**src/rtl/mod_counter_gen_if.sv**
```systemverilog
`timescale 1ns/1ps
`default_nettype none
// ============================================================================
// Module      : mod_counter_gen_if
// Description : Control/status bundle for the modulo-N counter.
// Revision    : 1.0 - initial release
// ============================================================================
interface mod_counter_gen_if #(
    parameter int WIDTH = 8,
    parameter int EVW   = 4
);
    logic             en;
    logic             up;
    logic             clr;
    logic             load;
    logic [WIDTH-1:0] din;
    logic             ev_clr;
    logic [WIDTH-1:0] count;
    logic             rollover;
    logic             underflow;
    logic             sat;
    logic             tc;
    logic [EVW-1:0]   events;

    modport master (
        output en, up, clr, load, din, ev_clr,
        input  count, rollover, underflow, sat, tc, events
    );

    modport slave (
        input  en, up, clr, load, din, ev_clr,
        output count, rollover, underflow, sat, tc, events
    );
endinterface
`default_nettype wire

```
**src/rtl/mod_counter_gen.sv**
```systemverilog
`timescale 1ns/1ps
`default_nettype none
// ============================================================================
// Module      : mod_counter_gen
// Description : Modulo-N up/down counter with clear, load, wrap/saturate,
//               pulse flags, cascade terminal count and a wrap-event counter.
// Revision    : 1.0 - initial release
// ============================================================================
module mod_counter_gen #(
    parameter int WIDTH    = 8,
    parameter int MODULUS  = 20,
    parameter int SATURATE = 0,
    parameter int EVW      = 4
) (
    input  wire               clk,
    input  wire               resetn,
    mod_counter_gen_if.slave  bus
);
    localparam logic [WIDTH-1:0] c_MAX    = WIDTH'(MODULUS - 1);
    localparam logic [WIDTH:0]   c_MOD    = (WIDTH+1)'(MODULUS);
    localparam logic [WIDTH-1:0] c_ONE    = WIDTH'(1);
    localparam logic [EVW-1:0]   c_EV_MAX = '1;
    localparam logic [EVW-1:0]   c_EV_ONE = EVW'(1);
    localparam bit               c_SAT    = (SATURATE != 0);

    logic [WIDTH-1:0] r_count;
    logic             r_rollover;
    logic             r_underflow;
    logic             r_sat;
    logic [EVW-1:0]   r_events;

    logic [WIDTH-1:0] w_count_nxt;
    logic             w_roll_nxt;
    logic             w_under_nxt;
    logic             w_sat_nxt;
    logic [EVW-1:0]   w_events_nxt;
    logic             w_at_top;
    logic             w_at_bot;
    logic             w_din_over;

    assign w_at_top   = (r_count == c_MAX);
    assign w_at_bot   = (r_count == '0);
    // Widened compare so MODULUS == 2**WIDTH never clamps.
    assign w_din_over = ({1'b0, bus.din} >= c_MOD);

    always_comb begin
        w_count_nxt = r_count;
        w_roll_nxt  = 1'b0;
        w_under_nxt = 1'b0;
        w_sat_nxt   = 1'b0;
        if (bus.clr) begin
            w_count_nxt = '0;
        end else if (bus.load) begin
            w_count_nxt = w_din_over ? c_MAX : bus.din;
        end else if (bus.en) begin
            if (bus.up) begin
                if (!w_at_top) begin
                    w_count_nxt = r_count + c_ONE;
                end else if (c_SAT) begin
                    w_sat_nxt = 1'b1;
                end else begin
                    w_count_nxt = '0;
                    w_roll_nxt  = 1'b1;
                end
            end else begin
                if (!w_at_bot) begin
                    w_count_nxt = r_count - c_ONE;
                end else if (c_SAT) begin
                    w_sat_nxt = 1'b1;
                end else begin
                    w_count_nxt = c_MAX;
                    w_under_nxt = 1'b1;
                end
            end
        end
    end

    always_comb begin
        w_events_nxt = r_events;
        if (bus.ev_clr) begin
            w_events_nxt = '0;
        end else if ((w_roll_nxt || w_under_nxt) && (r_events != c_EV_MAX)) begin
            w_events_nxt = r_events + c_EV_ONE;
        end
    end

    always_ff @(posedge clk or negedge resetn) begin
        if (!resetn) begin
            r_count     <= '0;
            r_rollover  <= 1'b0;
            r_underflow <= 1'b0;
            r_sat       <= 1'b0;
            r_events    <= '0;
        end else begin
            r_count     <= w_count_nxt;
            r_rollover  <= w_roll_nxt;
            r_underflow <= w_under_nxt;
            r_sat       <= w_sat_nxt;
            r_events    <= w_events_nxt;
        end
    end

    // Zero-latency terminal count feeds the next stage's enable.
    assign bus.tc        = bus.en & ((bus.up & w_at_top) | (~bus.up & w_at_bot));
    assign bus.count     = r_count;
    assign bus.rollover  = r_rollover;
    assign bus.underflow = r_underflow;
    assign bus.sat       = r_sat;
    assign bus.events    = r_events;
endmodule
`default_nettype wire

```
**src/flat_wrapper.sv**
```systemverilog
// flat-port wrapper written by rule: the top's interface ports become plain ports
module mod_counter_gen_flat 
#(
    parameter int WIDTH    = 8,
    parameter int MODULUS  = 20,
    parameter int SATURATE = 0,
    parameter int EVW      = 4
)
  (clk, resetn, bus_en, bus_up, bus_clr, bus_load, bus_din, bus_ev_clr, bus_count, bus_rollover, bus_underflow, bus_sat, bus_tc, bus_events);
  mod_counter_gen_if #(.WIDTH(WIDTH), .EVW(EVW)) bus_i ();
  input  wire clk;
  input  wire resetn;
  input wire logic [$bits(bus_i.en)-1:0] bus_en;
  input wire logic [$bits(bus_i.up)-1:0] bus_up;
  input wire logic [$bits(bus_i.clr)-1:0] bus_clr;
  input wire logic [$bits(bus_i.load)-1:0] bus_load;
  input wire logic [$bits(bus_i.din)-1:0] bus_din;
  input wire logic [$bits(bus_i.ev_clr)-1:0] bus_ev_clr;
  output wire logic [$bits(bus_i.count)-1:0] bus_count;
  output wire logic [$bits(bus_i.rollover)-1:0] bus_rollover;
  output wire logic [$bits(bus_i.underflow)-1:0] bus_underflow;
  output wire logic [$bits(bus_i.sat)-1:0] bus_sat;
  output wire logic [$bits(bus_i.tc)-1:0] bus_tc;
  output wire logic [$bits(bus_i.events)-1:0] bus_events;
  assign bus_i.en = bus_en;
  assign bus_i.up = bus_up;
  assign bus_i.clr = bus_clr;
  assign bus_i.load = bus_load;
  assign bus_i.din = bus_din;
  assign bus_i.ev_clr = bus_ev_clr;
  assign bus_count = bus_i.count;
  assign bus_rollover = bus_i.rollover;
  assign bus_underflow = bus_i.underflow;
  assign bus_sat = bus_i.sat;
  assign bus_tc = bus_i.tc;
  assign bus_events = bus_i.events;
  mod_counter_gen #(.WIDTH(WIDTH), .MODULUS(MODULUS), .SATURATE(SATURATE), .EVW(EVW)) u_core (.clk(clk), .resetn(resetn), .bus(bus_i));
endmodule
```
**config.mk**
```make
export PLATFORM = sky130hd
export DESIGN_NAME = mod_counter_gen_flat
export DESIGN_NICKNAME = d
export VERILOG_FILES = /design/src/rtl/mod_counter_gen_if.sv /design/src/rtl/mod_counter_gen.sv /design/src/flat_wrapper.sv
export SDC_FILE = /design/constraint.sdc
export NUM_CORES = 1
export LEC_CHECK = 0
export BUFFER_PORTS_ARGS = -buffer_cell sky130_fd_sc_hd__buf_2
export CORE_ASPECT_RATIO = 1.4
export CORE_MARGIN = 2
export CORE_UTILIZATION = 45
export CTS_BUF_LIST = sky130_fd_sc_hd__clkbuf_8
export DETAILED_ROUTE_END_ITERATION = 8
export GPL_TIMING_DRIVEN = 0
export PLACE_DENSITY = 0.78
export SYNTH_ARGS = -nofsm -noshare
export SYNTH_HDL_FRONTEND = slang
export SYNTH_SLANG_ARGS = --single-unit
export TNS_END_PERCENT = 5
```
**constraint.sdc**
```tcl
create_clock -name clk -period 2.19 [get_ports clk]
set_clock_uncertainty 0.15 [all_clocks]
set_input_delay 0.219 -clock clk [delete_from_list [all_inputs] [get_ports clk]]
set_output_delay 0.219 -clock clk [all_outputs]
set_load 0.03 [all_outputs]
```
==> flow_metrics.py <==
metrics = {
    "run_status": {
        "status": "completed",
    },
    "placement": {
        "hpwl_mm": 2.31,
        "globalplace.congestion": 0.930,
        "io_buffers": 29,
        "dp.cells": 192,
    },
    "logic_synthesis": {
        "synth_cells": 129,
        "postSynthAreaPerCell_um2": 8.77,
        "yosysWarnings": 0,
        "synthFlopType": "dfrtp_1",
        "synth_edf_count": 0,
        "yosysSeqAreaShare_pct": 31.0,
        "ys_types": 52,
        "synth_area_um2": 1130,
        "synthArstFlopShare_pct": 100,
        "synth_nets": 148,
        "ys_seq_elements": 14,
    },
    "detailed_routing": {
        "drt_iter0_markers": 51,
        "dr.pass1.iters": 4,
        "antenna_left": 0,
        "routed_wl_mm": 3.38,
        "vias_per_cell": 6.14,
        "vias": 1253,
        "routedWlPerCell_um": 16.5,
        "drc": 0,
    },
    "finish": {
        "drive_gt1_share_pct": 36.5,
        "instances_no_fill": 204,
        "n_antenna_cell": 0,
        "fin_nets": 191,
        "final_cell_mix": "buf_2 (30), dfrtp_1 (14), buf_4 (10)",
        "fillers": 214,
        "synthToLayoutAreaGrowth_pct": 31.7,
        "final_common_cell": "buf_2",
    },
    "power": {
        "p_int_uw": 508,
        "peakVddDrop_v": 0.000395,
        "comb_power_share_pct": 35.4,
        "powerDensity_nw_per_um2": 514,
        "p_leak_nw": 0.669,
        "clockPowerShare_pct": 28.0,
        "switchingPower_uw": 258,
        "swShare_pct": 33.6,
        "seqPwrFrac_pct": 36.6,
    },
    "job": {
        "maxCapViolCount": 0,
    },
    "hold_path": {
        "hold_start": "bus_ev_clr",
        "hold_class": "primary input to register",
        "min_to": "u_core.bus.events[3]$_DFFE_PN0P_",
        "hold_depth": 2,
    },
    "worst_setup_path": {
        "r2r-end": "u_core.bus.count[4]$_DFFE_PN0P_",
        "startpoint_type": "register",
        "cp_slowest_stage_delay_ns": 0.40,
        "cp.required_ns": 1.82,
        "r2r_slack_ns": 0.14,
        "arrival_ns": 1.73,
        "cpMaxStageDelayCell": "dfrtp_1",
        "critPathCaptureType": "output port",
        "crit_chain": "buf_8, inv_4, ha_4, nor3b_4, o211ai_1, nor2_1, buf_4",
        "crit_fanout": 5,
        "reg2reg_depth": 7,
        "reg2reg_from": "u_core.bus.count[0]$_DFFE_PN0P_",
        "crit_type": "register to output port",
    },
    "cts": {
        "cts_tree": "done",
        "clk-insertion-delay-late_ns": 0.25,
        "cts_root_buf": "clkbuf_8",
        "htree_levels": 1,
        "cts-buffers-inserted": 3,
        "clock_sinks": 14,
        "max-clock-path-buffers": 2,
        "clk_pin_slew_ns": 0.06,
    },
    "grt": {
        "grt_overflow_total": 0,
        "grt_pass1_vias": 1217,
        "antenna_found_initial": 0,
        "grt_start_max_net_pins": 15,
        "grt_use_total_pct": 24.2,
        "grt_first_pass_wirelength_mm": 5.40,
    },
    "floorplanning": {
        "rows": 21,
        "fp.dieH_um": 63.3,
        "chipWidth_um": 46.4,
        "core_um2": 2390,
        "start_util_pct": 47.3,
        "dieArea_um2": 2940,
        "boundaryPins": 31,
    },
    "sta": {
        "setup_tns_ns": 0,
        "min_period_over_period_pct": 95.7,
        "finalCriticalPeriod_ns": 2.10,
        "max_clock_freq_mhz": 477,
        "finalHoldViolations": 0,
        "setup_viol_count_final": 0,
        "slew_violations": 0,
    },
}
[worst max-delay path by stage]
stage | from | to | slack, ns | depth (start not counted)
after CTS | u_core.bus.count[0]$_DFFE_PN0P_ | bus_tc | 0.005 | 7
after floorplan | u_core.bus.count[0]$_DFFE_PN0P_ | u_core.bus.events[3]$_DFFE_PN0P_ | 0.03 | 7
after detailed placement | u_core.bus.count[0]$_DFFE_PN0P_ | u_core.bus.events[3]$_DFFE_PN0P_ | -0.10 | 7
after global placement | u_core.bus.count[0]$_DFFE_PN0P_ | u_core.bus.events[3]$_DFFE_PN0P_ | -0.03 | 7
after global routing | u_core.bus.count[0]$_DFFE_PN0P_ | bus_tc | -0.02 | 7
final | u_core.bus.count[0]$_DFFE_PN0P_ | bus_tc | 0.09 | 7
[cell usage after synthesis, types with 2 or more instances]
library cell | count | share of area, %
nand2_1 | 6 | 2.0
dfrtp_1 | 14 | 31
nand3_1 | 5 | 2.2
or3_1 | 2 | 1.1
clkbuf_1 | 4 | 1.3
and4_1 | 3 | 2.3
nor4_1 | 3 | 1.7
ha_1 | 4 | 4.4
inv_1 | 6 | 2.0
xnor2_1 | 3 | 2.3
and2_1 | 2 | 1.1
or4_1 | 3 | 2.0
a211oi_1 | 2 | 1.3
nand4_1 | 3 | 1.7
a21oi_1 | 9 | 4.0
nor2_1 | 9 | 3.0
nand4b_1 | 3 | 2.3
o21ai_0 | 5 | 2.2
a21bo_2 | 2 | 1.8
o31ai_1 | 3 | 2.0
a32o_1 | 2 | 1.8
buf_2 | 2 | 0.88
and2b_1 | 2 | 1.3
nor3_1 | 4 | 1.8
[area by class of cell]
cell class / count / area (um^2) / area share (%)
Timing Repair Buffer: 38 / 218 / 14.6
Inverter: 6 / 27.5 / 1.85
Buffer: 9 / 70.1 / 4.70
Clock buffer: 3 / 41.3 / 2.77
Multi-Input combinational cell: 100 / 741 / 49.7
Sequential cell: 14 / 350 / 23.5
Tap cell: 34 / 42.5 / 2.85
[per-layer routing]
layer  share of wire [%]  track usage, %  vias up
met4                 3.3            10.7        0
met2                  53            40.6       68
met5                   0               0        -
met3                 5.9            2.29       12
li1                    -               -      580
met1                  38            29.9      593
[stage by stage]
| stage | util, % | total power, mW | hold slack (ns) | cell area [um^2] | worst slack (ns) |
|---|---|---|---|---|---|
| finish | 62.3 | 0.766 | 0.0169 | 1490 | 0.0942 |
| floorplan | - | 0.431 | -0.227 | 1130 | 0.0278 |
| detailed placement | 55.2 | 0.497 | -0.0144 | 1320 | -0.103 |
| global route | 62.3 | 0.802 | 0.0497 | 1490 | -0.0243 |
| CTS | 59.2 | 0.727 | 0.0219 | 1420 | 0.00477 |
| global placement | 55.2 | 0.490 | -0.0194 | 1320 | -0.0325 |
[registers in the layout, indices dropped and copies added (netlist names)]
name / count
u_core.bus.events: 4
u_core.bus.underflow: 1
u_core.bus.count: 8
u_core.bus.rollover: 1
[power by group through the flow]
stage	Clock [mW]	Sequential, mW	Combinational, mW
floorplan	0	0.302	0.129
global placement	0	0.282	0.208
detailed placement	0	0.283	0.213
CTS	0.214	0.279	0.234
global route	0.227	0.281	0.293
finish	0.214	0.280	0.271
[cells by family (layout without fill, tap and decap cells)]
kind of cell	count (synthesis)	after routing	share of synthesized area, %
fa+ha+maj	4	4	4.42
buf+inv	15	56	6.19
compound gates	37	37	23.3
xor+xnor	3	3	2.32
other cells	1	1	0.332
flops	14	14	31.0
simple gates	55	55	32.4
[critical path, delay by kind of cell, from the launching register on]
kind / cells / cell delay (ns)
fa+ha+maj: 1 / 0.13
flops: 1 / 0.40
buf+inv: 3 / 0.38
simple gates: 2 / 0.41
compound gates: 1 / 0.17
[repair_timing]
action                     4_1_cts  5_1_grt
resized for setup               10       10
pin swaps                        2        3
hold buffers                     1        0
setup endpoints to repair        4        3
setup buffers                    2        6
hold endpoints to repair        14        0
gates cloned                     0        0
No activity file was read; power rests on OpenSTA's default activity.
